**config.mk**
```make
export PLATFORM = sky130hd
export DESIGN_NAME = ret_stack
export DESIGN_NICKNAME = d
export VERILOG_FILES = /design/src/rtl/ret_stack.sv
export SDC_FILE = /design/constraint.sdc
export NUM_CORES = 1
export LEC_CHECK = 0
export ABC_AREA = 1
export CORE_MARGIN = 3
export CORE_UTILIZATION = 60
export DETAILED_ROUTE_END_ITERATION = 7
export PLACE_DENSITY = 0.78
export SYNTH_ARGS = -nofsm -noshare
export SYNTH_HDL_FRONTEND = slang
export SYNTH_SLANG_ARGS = --single-unit
export TNS_END_PERCENT = 100
```
**constraint.sdc**
```tcl
create_clock -name clk -period 6 [get_ports clk]
set_clock_uncertainty 0.2 [all_clocks]
set_input_delay 1.2 -clock clk [delete_from_list [all_inputs] [get_ports clk]]
set_output_delay 1.2 -clock clk [all_outputs]
set_load 0.05 [all_outputs]
```
**src/rtl/ret_stack.sv**
```systemverilog
// Hardware return-address stack for the program counter.
// A call pushes the current return address. A return pops the top entry and
// hands it back to the PC as a one-cycle registered load/data pair.
// The stack keeps sticky overflow and underflow flags for debug.
module ret_stack #(
    parameter int NBITS  = 8,
    parameter int SDEPTH = 4
) (
    input  logic              clk,
    input  logic              rst,
    input  logic              push,
    input  logic              pop,
    input  logic [NBITS-1:0]  pc_in,
    output logic              ret_load,
    output logic [NBITS-1:0]  ret_addr,
    output logic [SDEPTH:0]   level,
    output logic              empty,
    output logic              full,
    output logic              ovf,
    output logic              unf
);

    localparam int DEPTH = 2 ** SDEPTH;

    // level is one bit wider than the index so that DEPTH itself is representable
    localparam logic [SDEPTH:0] LVL_ONE   = (SDEPTH + 1)'(1);
    localparam logic [SDEPTH:0] LVL_DEPTH = (SDEPTH + 1)'(DEPTH);

    // Architectural state
    logic [NBITS-1:0]  mem_q [DEPTH];
    logic [SDEPTH:0]   level_q,    level_d;
    logic              ret_load_q, ret_load_d;
    logic [NBITS-1:0]  ret_addr_q, ret_addr_d;
    logic              ovf_q,      ovf_d;
    logic              unf_q,      unf_d;

    // Storage write port, computed together with the next state
    logic              wr_en;
    logic [SDEPTH-1:0] wr_idx;
    logic [NBITS-1:0]  wr_data;

    // Slot indices derived from the occupancy count
    logic [SDEPTH-1:0] top_idx;
    logic [SDEPTH-1:0] free_idx;
    logic              is_empty;
    logic              is_full;

    assign is_empty = (level_q == '0);
    assign is_full  = (level_q == LVL_DEPTH);

    // The top slot is level-1. When level is DEPTH the low bits wrap to the last
    // slot, which is exactly the top; when level is 0 the index is never used.
    assign top_idx  = SDEPTH'(level_q - LVL_ONE);
    assign free_idx = level_q[SDEPTH-1:0];

    // Next-state decode of the push/pop strobes against the current occupancy
    always_comb begin
        level_d    = level_q;
        ret_load_d = 1'b0;
        ret_addr_d = ret_addr_q;
        ovf_d      = ovf_q;
        unf_d      = unf_q;
        wr_en      = 1'b0;
        wr_idx     = free_idx;
        wr_data    = pc_in;

        case ({push, pop})
            2'b10: begin
                // call: store into the next free slot unless the stack is full
                if (!is_full) begin
                    wr_en   = 1'b1;
                    wr_idx  = free_idx;
                    level_d = level_q + LVL_ONE;
                end else begin
                    ovf_d = 1'b1;
                end
            end
            2'b01: begin
                // return: hand back the top entry unless there is nothing to pop
                if (!is_empty) begin
                    ret_addr_d = mem_q[top_idx];
                    ret_load_d = 1'b1;
                    level_d    = level_q - LVL_ONE;
                end else begin
                    unf_d = 1'b1;
                end
            end
            2'b11: begin
                // return and call in the same cycle: the new address replaces the
                // old top, so depth is unchanged; on an empty stack it bypasses
                ret_load_d = 1'b1;
                if (!is_empty) begin
                    ret_addr_d = mem_q[top_idx];
                    wr_en      = 1'b1;
                    wr_idx     = top_idx;
                end else begin
                    ret_addr_d = pc_in;
                end
            end
            default: begin
                ret_load_d = 1'b0;
            end
        endcase
    end

    // Control and output registers, cleared asynchronously by reset
    always_ff @(posedge clk or posedge rst) begin
        if (rst) begin
            level_q    <= '0;
            ret_load_q <= 1'b0;
            ret_addr_q <= '0;
            ovf_q      <= 1'b0;
            unf_q      <= 1'b0;
        end else begin
            level_q    <= level_d;
            ret_load_q <= ret_load_d;
            ret_addr_q <= ret_addr_d;
            ovf_q      <= ovf_d;
            unf_q      <= unf_d;
        end
    end

    // Storage array is not reset; stale entries are unreachable once level is 0
    always_ff @(posedge clk) begin
        if (wr_en) begin
            mem_q[wr_idx] <= wr_data;
        end
    end

    assign ret_load = ret_load_q;
    assign ret_addr = ret_addr_q;
    assign level    = level_q;
    assign empty    = is_empty;
    assign full     = is_full;
    assign ovf      = ovf_q;
    assign unf      = unf_q;

endmodule

```
==> impl_metrics.ini, run 1 <==
[sta]
setup_tns_ns = 0
final_min_period_over_clock_period = 0.673
fmaxAchievable_mhz = 247
finalHoldViolations = 0
report.final.setup_viol = 0
timing.final.max_slew_violations = 0
timing.final.crit_period_ns = 4.04
grt_setup_unrepaired = no
max_slew_margin = 0.183
worstMarginPinSlew_ns = 1.22

[final_layout]
final_design_area_no_fill_sq_um = 7390
layout-drive-gt1-share = 0.0706
antenna_diodes = 0
total_number_of_nets_in_the_final_design = 695
final_util = 0.712
flow.area_growth_from_synthesis_pct = 15.0

[logic_synthesis]
post_synth_instance_area_sq_um = 6430
synth_enable_flop_cells = 128
synthDistinctLibCells = 28
synth.yosys.warnings = 0
cell_type_with_the_largest_total_area_after_synthesis = edfxtp_1
synth_area_leaders = edfxtp_1 (60%), nand2_1 (14%), nand3_1 (7.4%)
synth_top_cell_area_share = 0.598
synthCells = 656
syn_area_per_cell_sq_um = 9.80
synth_sequential_area_ratio = 0.660
mappedNetlistNets = 670
ys_ff_latch = 144
ys.flop_type = edfxtp_1
ys_async_sr_fraction = 0.111

[detailed_routing]
totalWireLength_microns = 14700
drcViolationCount = 0
drt_iter0_drcs = 669
wire_per_inst_microns = 17.7
top_signal_layer_used = met4
ant_nets = 0
vias_per_cell = 5.67
met3_wirelength_microns = 1470
detail_route.wirelength.met1_microns = 5750
drt-pass1-iter-count = 6
routed-via-count = 4703
met2RoutedLength_microns = 6920

[grt]
first_global_vias = 4499
grt_start_max_net_pins = 69
grt.total_usage = 0.265
global_route_wire_length_before_repair_microns = 23300
grt_overflow_total = 0
number_of_antenna_violations_at_the_first_check_in_global_routing = 0

[placed_design]
gp_congestion = 0.872
port-buffer-count = 29
postPlaceCellArea_sq_um = 6790
detailedPlacementHpwl_microns = 8940

[worst_setup_path]
timing_worst_setup_path_type = register to output port
worstPathArrival_ns = 2.64
worstPathRequired_ns = 4.60
timing.critical_path.from_type = register
end_kind = output port
crit_path_max_fanout = 5

[hold_path]
hold_path.class = register to register

[cts]
clock-sinks = 144
h_tree_levels = 4
clock-root-buffer = clkbuf_8
cts-root-to-sink-buffers = 2
post_cts_resized = 0
cts_hold_buffers = 0
insertion_delay_ns = 0.52
tritoncts = built
worst_setup_hold_path_clk_slew_ns = 0.07
cts_inserted_buffers = 17
post-cts-setup-buffer-count = 0

[power]
p_per_area_nw_per_um2 = 557
power.static_leakage_nw = 3.18
power.ir.vdd_worst_mv = 0.501

[floorplanning]
dieHeight_microns = 109
initial_core_util = 0.620
die-area_sq_um = 12000
boundaryPins = 30
std_cell_rows = 37
fp.dieW_microns = 109
design.core.area_sq_um = 10400

[run_status]
status = finished, final reports clean

[run]
maxCapViolations = 0
-- state kept, by name, indices dropped and copies added, names as in the netlist --
| name | flops |
|---|---|
| ret_addr | 8 |
| mem_q | 128 |
| level | 5 |
| ovf | 1 |
| ret_load | 1 |
| unf | 1 |
-- cell usage in the layout, fill, tap and decap left out, types with 3 or more instances in the layout --
cell             synthesis  final
bufinv_16                0      3
clkbuf_16                0     16
clkdlybuf4s50_1          0     29
clkinvlp_4               0      3
nor2_1                  27     27
edfxtp_1               128    128
nand2_2                  4      4
xor2_1                   3      3
inv_1                   86     85
nand3_1                 95     95
nand2_1                245    245
clkinv_4                 0      3
dfrtp_1                 16     15
o21ai_0                 10     10
inv_6                    0      4
-- power breakdown --
| group | switching, W | internal, W | leakage (nW) |
|---|---|---|---|
| combinational | 0.00127 | 0.000503 | 1.55 |
| sequential | 0.0000614 | 0.00123 | 1.35 |
| clock | 0.000411 | 0.000638 | 0.286 |
-- cells in the mapped netlist (2+ instances only) --
| master | n |
|---|---|
| buf_1 | 5 |
| buf_2 | 9 |
| clkbuf_1 | 10 |
| dfrtp_1 | 16 |
| edfxtp_1 | 128 |
| ha_1 | 2 |
| inv_1 | 86 |
| nand2_1 | 245 |
| nand2_2 | 4 |
| nand3_1 | 95 |
| nor2_1 | 27 |
| nor2_2 | 2 |
| o21ai_0 | 10 |
| xor2_1 | 3 |
-- worst max-delay path, cell delays in order (launching register included) --
cell and delay [ns]:
dfrtp_1 0.45, inv_1 0.12, ha_1 0.29, nand3_1 0.16
nor2_2 0.24, clkdlybuf4s50_1 0.85
-- metal layers --
layer,vias up,GRT usage
met5,-,0
met4,0,0.121
met3,40,0.0599
met2,289,0.413
met1,2197,0.359
li1,2177,-
-- stage by stage --
step,setup slack (ns),total power [W],std cells,hold WS [ns]
4_1_cts,1.97,0.00408,830,0.270
3_3_place_gp,2.22,0.00300,798,0.249
6_report,1.96,0.00412,830,0.270
3_5_place_dp,2.12,0.00304,798,0.255
2_1_floorplan,2.51,0.00255,656,0.507
5_1_grt,1.82,0.00435,830,0.300
-- kinds of logic (layout without fill, tap and decap cells) --
logic type / after synthesis / count (layout) / synth area share
fa+ha+maj: 2 / 2 / 0.00389
compound gates: 17 / 17 / 0.0166
simple gates: 376 / 376 / 0.242
flops: 144 / 144 / 0.660
buf+inv: 112 / 150 / 0.0683
xor+xnor: 5 / 5 / 0.00915
-- layout make-up --
class	count	area, sq um
clock inverter	15	184
fill	749	2980
inverter	87	327
sequential	144	4250
tap	136	170
timing repair buffer	31	305
multi-input combinational	400	1740
clock buffer	17	414
-- worst paths after layout --
path                            cells after the start                  from  slack, ns                      end
max in group asynchronous                           2                   rst       4.35     level[0]$_DFFE_PP0P_
min in group asynchronous                           2                   rst       0.83     level[3]$_DFFE_PP0P_
worst min-delay path                                2       unf$_DFFE_PP0P_       0.27          unf$_DFFE_PP0P_
worst max-delay path                                5  level[1]$_DFFE_PP0P_       1.96                    empty
worst min register to register                      2       unf$_DFFE_PP0P_       0.27          unf$_DFFE_PP0P_
worst max register to register                      9  level[1]$_DFFE_PP0P_       2.26  ret_addr[5]$_DFFE_PP0P_
(Power assumes the default switching activity.)
==> inputs of run 2 (changes only) <==
--- a/config.mk
+++ b/config.mk
@@ -7,9 +7,9 @@
 export LEC_CHECK = 0
 export ABC_AREA = 1
 export CORE_MARGIN = 3
-export CORE_UTILIZATION = 60
+export CORE_UTILIZATION = 54
 export DETAILED_ROUTE_END_ITERATION = 7
-export PLACE_DENSITY = 0.78
+export PLACE_DENSITY = 0.74
 export SYNTH_ARGS = -nofsm -noshare
 export SYNTH_HDL_FRONTEND = slang
 export SYNTH_SLANG_ARGS = --single-unit
==> constraint.sdc (replaced) <==
create_clock -name clk -period 3.3 [get_ports clk]
set_clock_uncertainty 0.2 [all_clocks]
set_input_delay 0.66 -clock clk [delete_from_list [all_inputs] [get_ports clk]]
set_output_delay 0.66 -clock clk [all_outputs]
set_load 0.05 [all_outputs]
==> impl_metrics.ini, run 2 (synthesis gave the netlist of run 1 again) <==
[run_status]
status = finished, final reports clean

[placed_design]
port-buffer-count = 29
gp_congestion = 0.990
dp_cells = 834
detailedPlacementHpwl_microns = 10000

[cts]
cts_hold_buffers = 0
insertion_delay_ns = 0.42
h_tree_levels = 4
post-cts-setup-buffer-count = 0
worst_setup_hold_path_clk_slew_ns = 0.06
cts-root-to-sink-buffers = 2
clock-root-buffer = clkbuf_16
tritoncts = built
cts_inserted_buffers = 17
post_cts_resized = 0
clock-sinks = 144

[final_layout]
mostFrequentLayoutCells = nand2_1 (245), edfxtp_1 (128), nand3_1 (95)
antenna_diodes = 0
total_number_of_nets_in_the_final_design = 724
final_util = 0.665
layout-drive-gt1-share = 0.104
post_layout_nonfiller_instances = 865
largest_register_ffs = 128
layout_commonest_cell = nand2_1
registers.top_by_ff_count = mem_q
flow.area_growth_from_synthesis_pct = 19.2

[hold_path]
hold_path.class = register to register

[worst_setup_path]
critPathTopFamily = flip-flops
crit_path_end = empty
reg2reg_depth = 10
timing.reg2reg.setup_slack_ns = 0.52
timing.critical_path.from_type = register
critical_path_depth = 5
end_kind = output port
worstPathRequired_ns = 2.44
critical_path.n_buffers_inverters = 2
timing.rr.start = level[1]$_DFFE_PP0P_
crit_path_cell_trace = inv_1, ha_1, nand3_1, nor2_2, buf_12
cp_slowest_stage_delay_ns = 0.46
timing_worst_setup_path_type = register to output port
worstPathArrival_ns = 1.95
crit_path_max_fanout = 5
rr_endpoint = mem_q[9][3]$_DFFE_PP_
timing.critical_path.slowest_stage_cell = dfrtp_1
timing.critical_path.from = level[1]$_DFFE_PP0P_

[grt]
first_global_vias = 4570
number_of_antenna_violations_at_the_first_check_in_global_routing = 0
grt_overflow_total = 0
grt.busiest_layer = met2
grt_util_met2 = 0.385
grt.total_usage = 0.249
grt_start_max_net_pins = 68
global_route_met3_usage = 0.0711
global_route_wire_length_before_repair_microns = 24200
global_routing_usage_on_met1 = 0.327

[detailed_routing]
totalWireLength_microns = 15100
routed-via-count = 4730
vias_per_cell = 5.47
drt-pass1-iter-count = 6
ant_nets = 0
drcViolationCount = 0
wire_per_inst_microns = 17.5
drt_iter0_drcs = 528

[power]
power.static_leakage_nw = 3.35
power.ir.vdd_worst_mv = 0.480
p_per_area_nw_per_um2 = 1010

[floorplanning]
initial_core_util = 0.558
std_cell_rows = 39
fp.dieW_microns = 115
boundaryPins = 30
die-area_sq_um = 13200
design.core.area_sq_um = 11500
dieHeight_microns = 115

[sta]
worstMarginPinSlew_ns = 0.679
setup_tns_ns = 0
timing.final.max_slew_violations = 0
report.final.setup_viol = 0
timing.final.crit_period_ns = 2.81
finalHoldViolations = 0
max_slew_margin = 0.546
final_min_period_over_clock_period = 0.853
grt_setup_unrepaired = no
fmaxAchievable_mhz = 355

[run]
maxCapViolations = 0
run 2: per-layer routing:
metal | wire, microns | up-vias
met3 | 1300 | 45
li1 | - | 2239
met2 | 7030 | 228
met5 | 0 | -
met1 | 6250 | 2218
met4 | 529 | 0
run 2: how the worst min path moves through the flow:
stage | startpoint | endpoint | slack [ns] | cells past startpoint
floorplan | rst | level[0]$_DFFE_PP0P_ | 0.37 | 1
global placement | ovf$_DFFE_PP0P_ | ovf$_DFFE_PP0P_ | 0.25 | 1
detailed placement | ovf$_DFFE_PP0P_ | ovf$_DFFE_PP0P_ | 0.26 | 1
CTS | ovf$_DFFE_PP0P_ | ovf$_DFFE_PP0P_ | 0.28 | 1
global route | ovf$_DFFE_PP0P_ | ovf$_DFFE_PP0P_ | 0.30 | 1
finish | ovf$_DFFE_PP0P_ | ovf$_DFFE_PP0P_ | 0.27 | 1
run 2: power by group:
group | switching (W) | internal, W
combinational | 0.00233 | 0.00103
sequential | 0.000117 | 0.00223
clock | 0.000688 | 0.00132
run 2: metrics by stage:
stage | instance area, sq um | hold slack, ns | setup slack (ns) | total power [W]
global placement | 7040 | 0.251 | 0.403 | 0.00563
CTS | 7660 | 0.275 | 0.501 | 0.00769
global route | 7660 | 0.303 | 0.319 | 0.00819
floorplan | 6430 | 0.374 | 0.165 | 0.00464
finish | 7660 | 0.275 | 0.487 | 0.00771
detailed placement | 7040 | 0.263 | 0.308 | 0.00567
run 2: layout make-up:
type | instances | area, sq um
fillers | 853 | 3860
well taps | 143 | 179
clock inverters | 14 | 196
flip-flops and latches | 144 | 4250
inverters | 87 | 327
clock buffers | 17 | 425
repair buffers | 60 | 543
multi-input cells | 400 | 1740
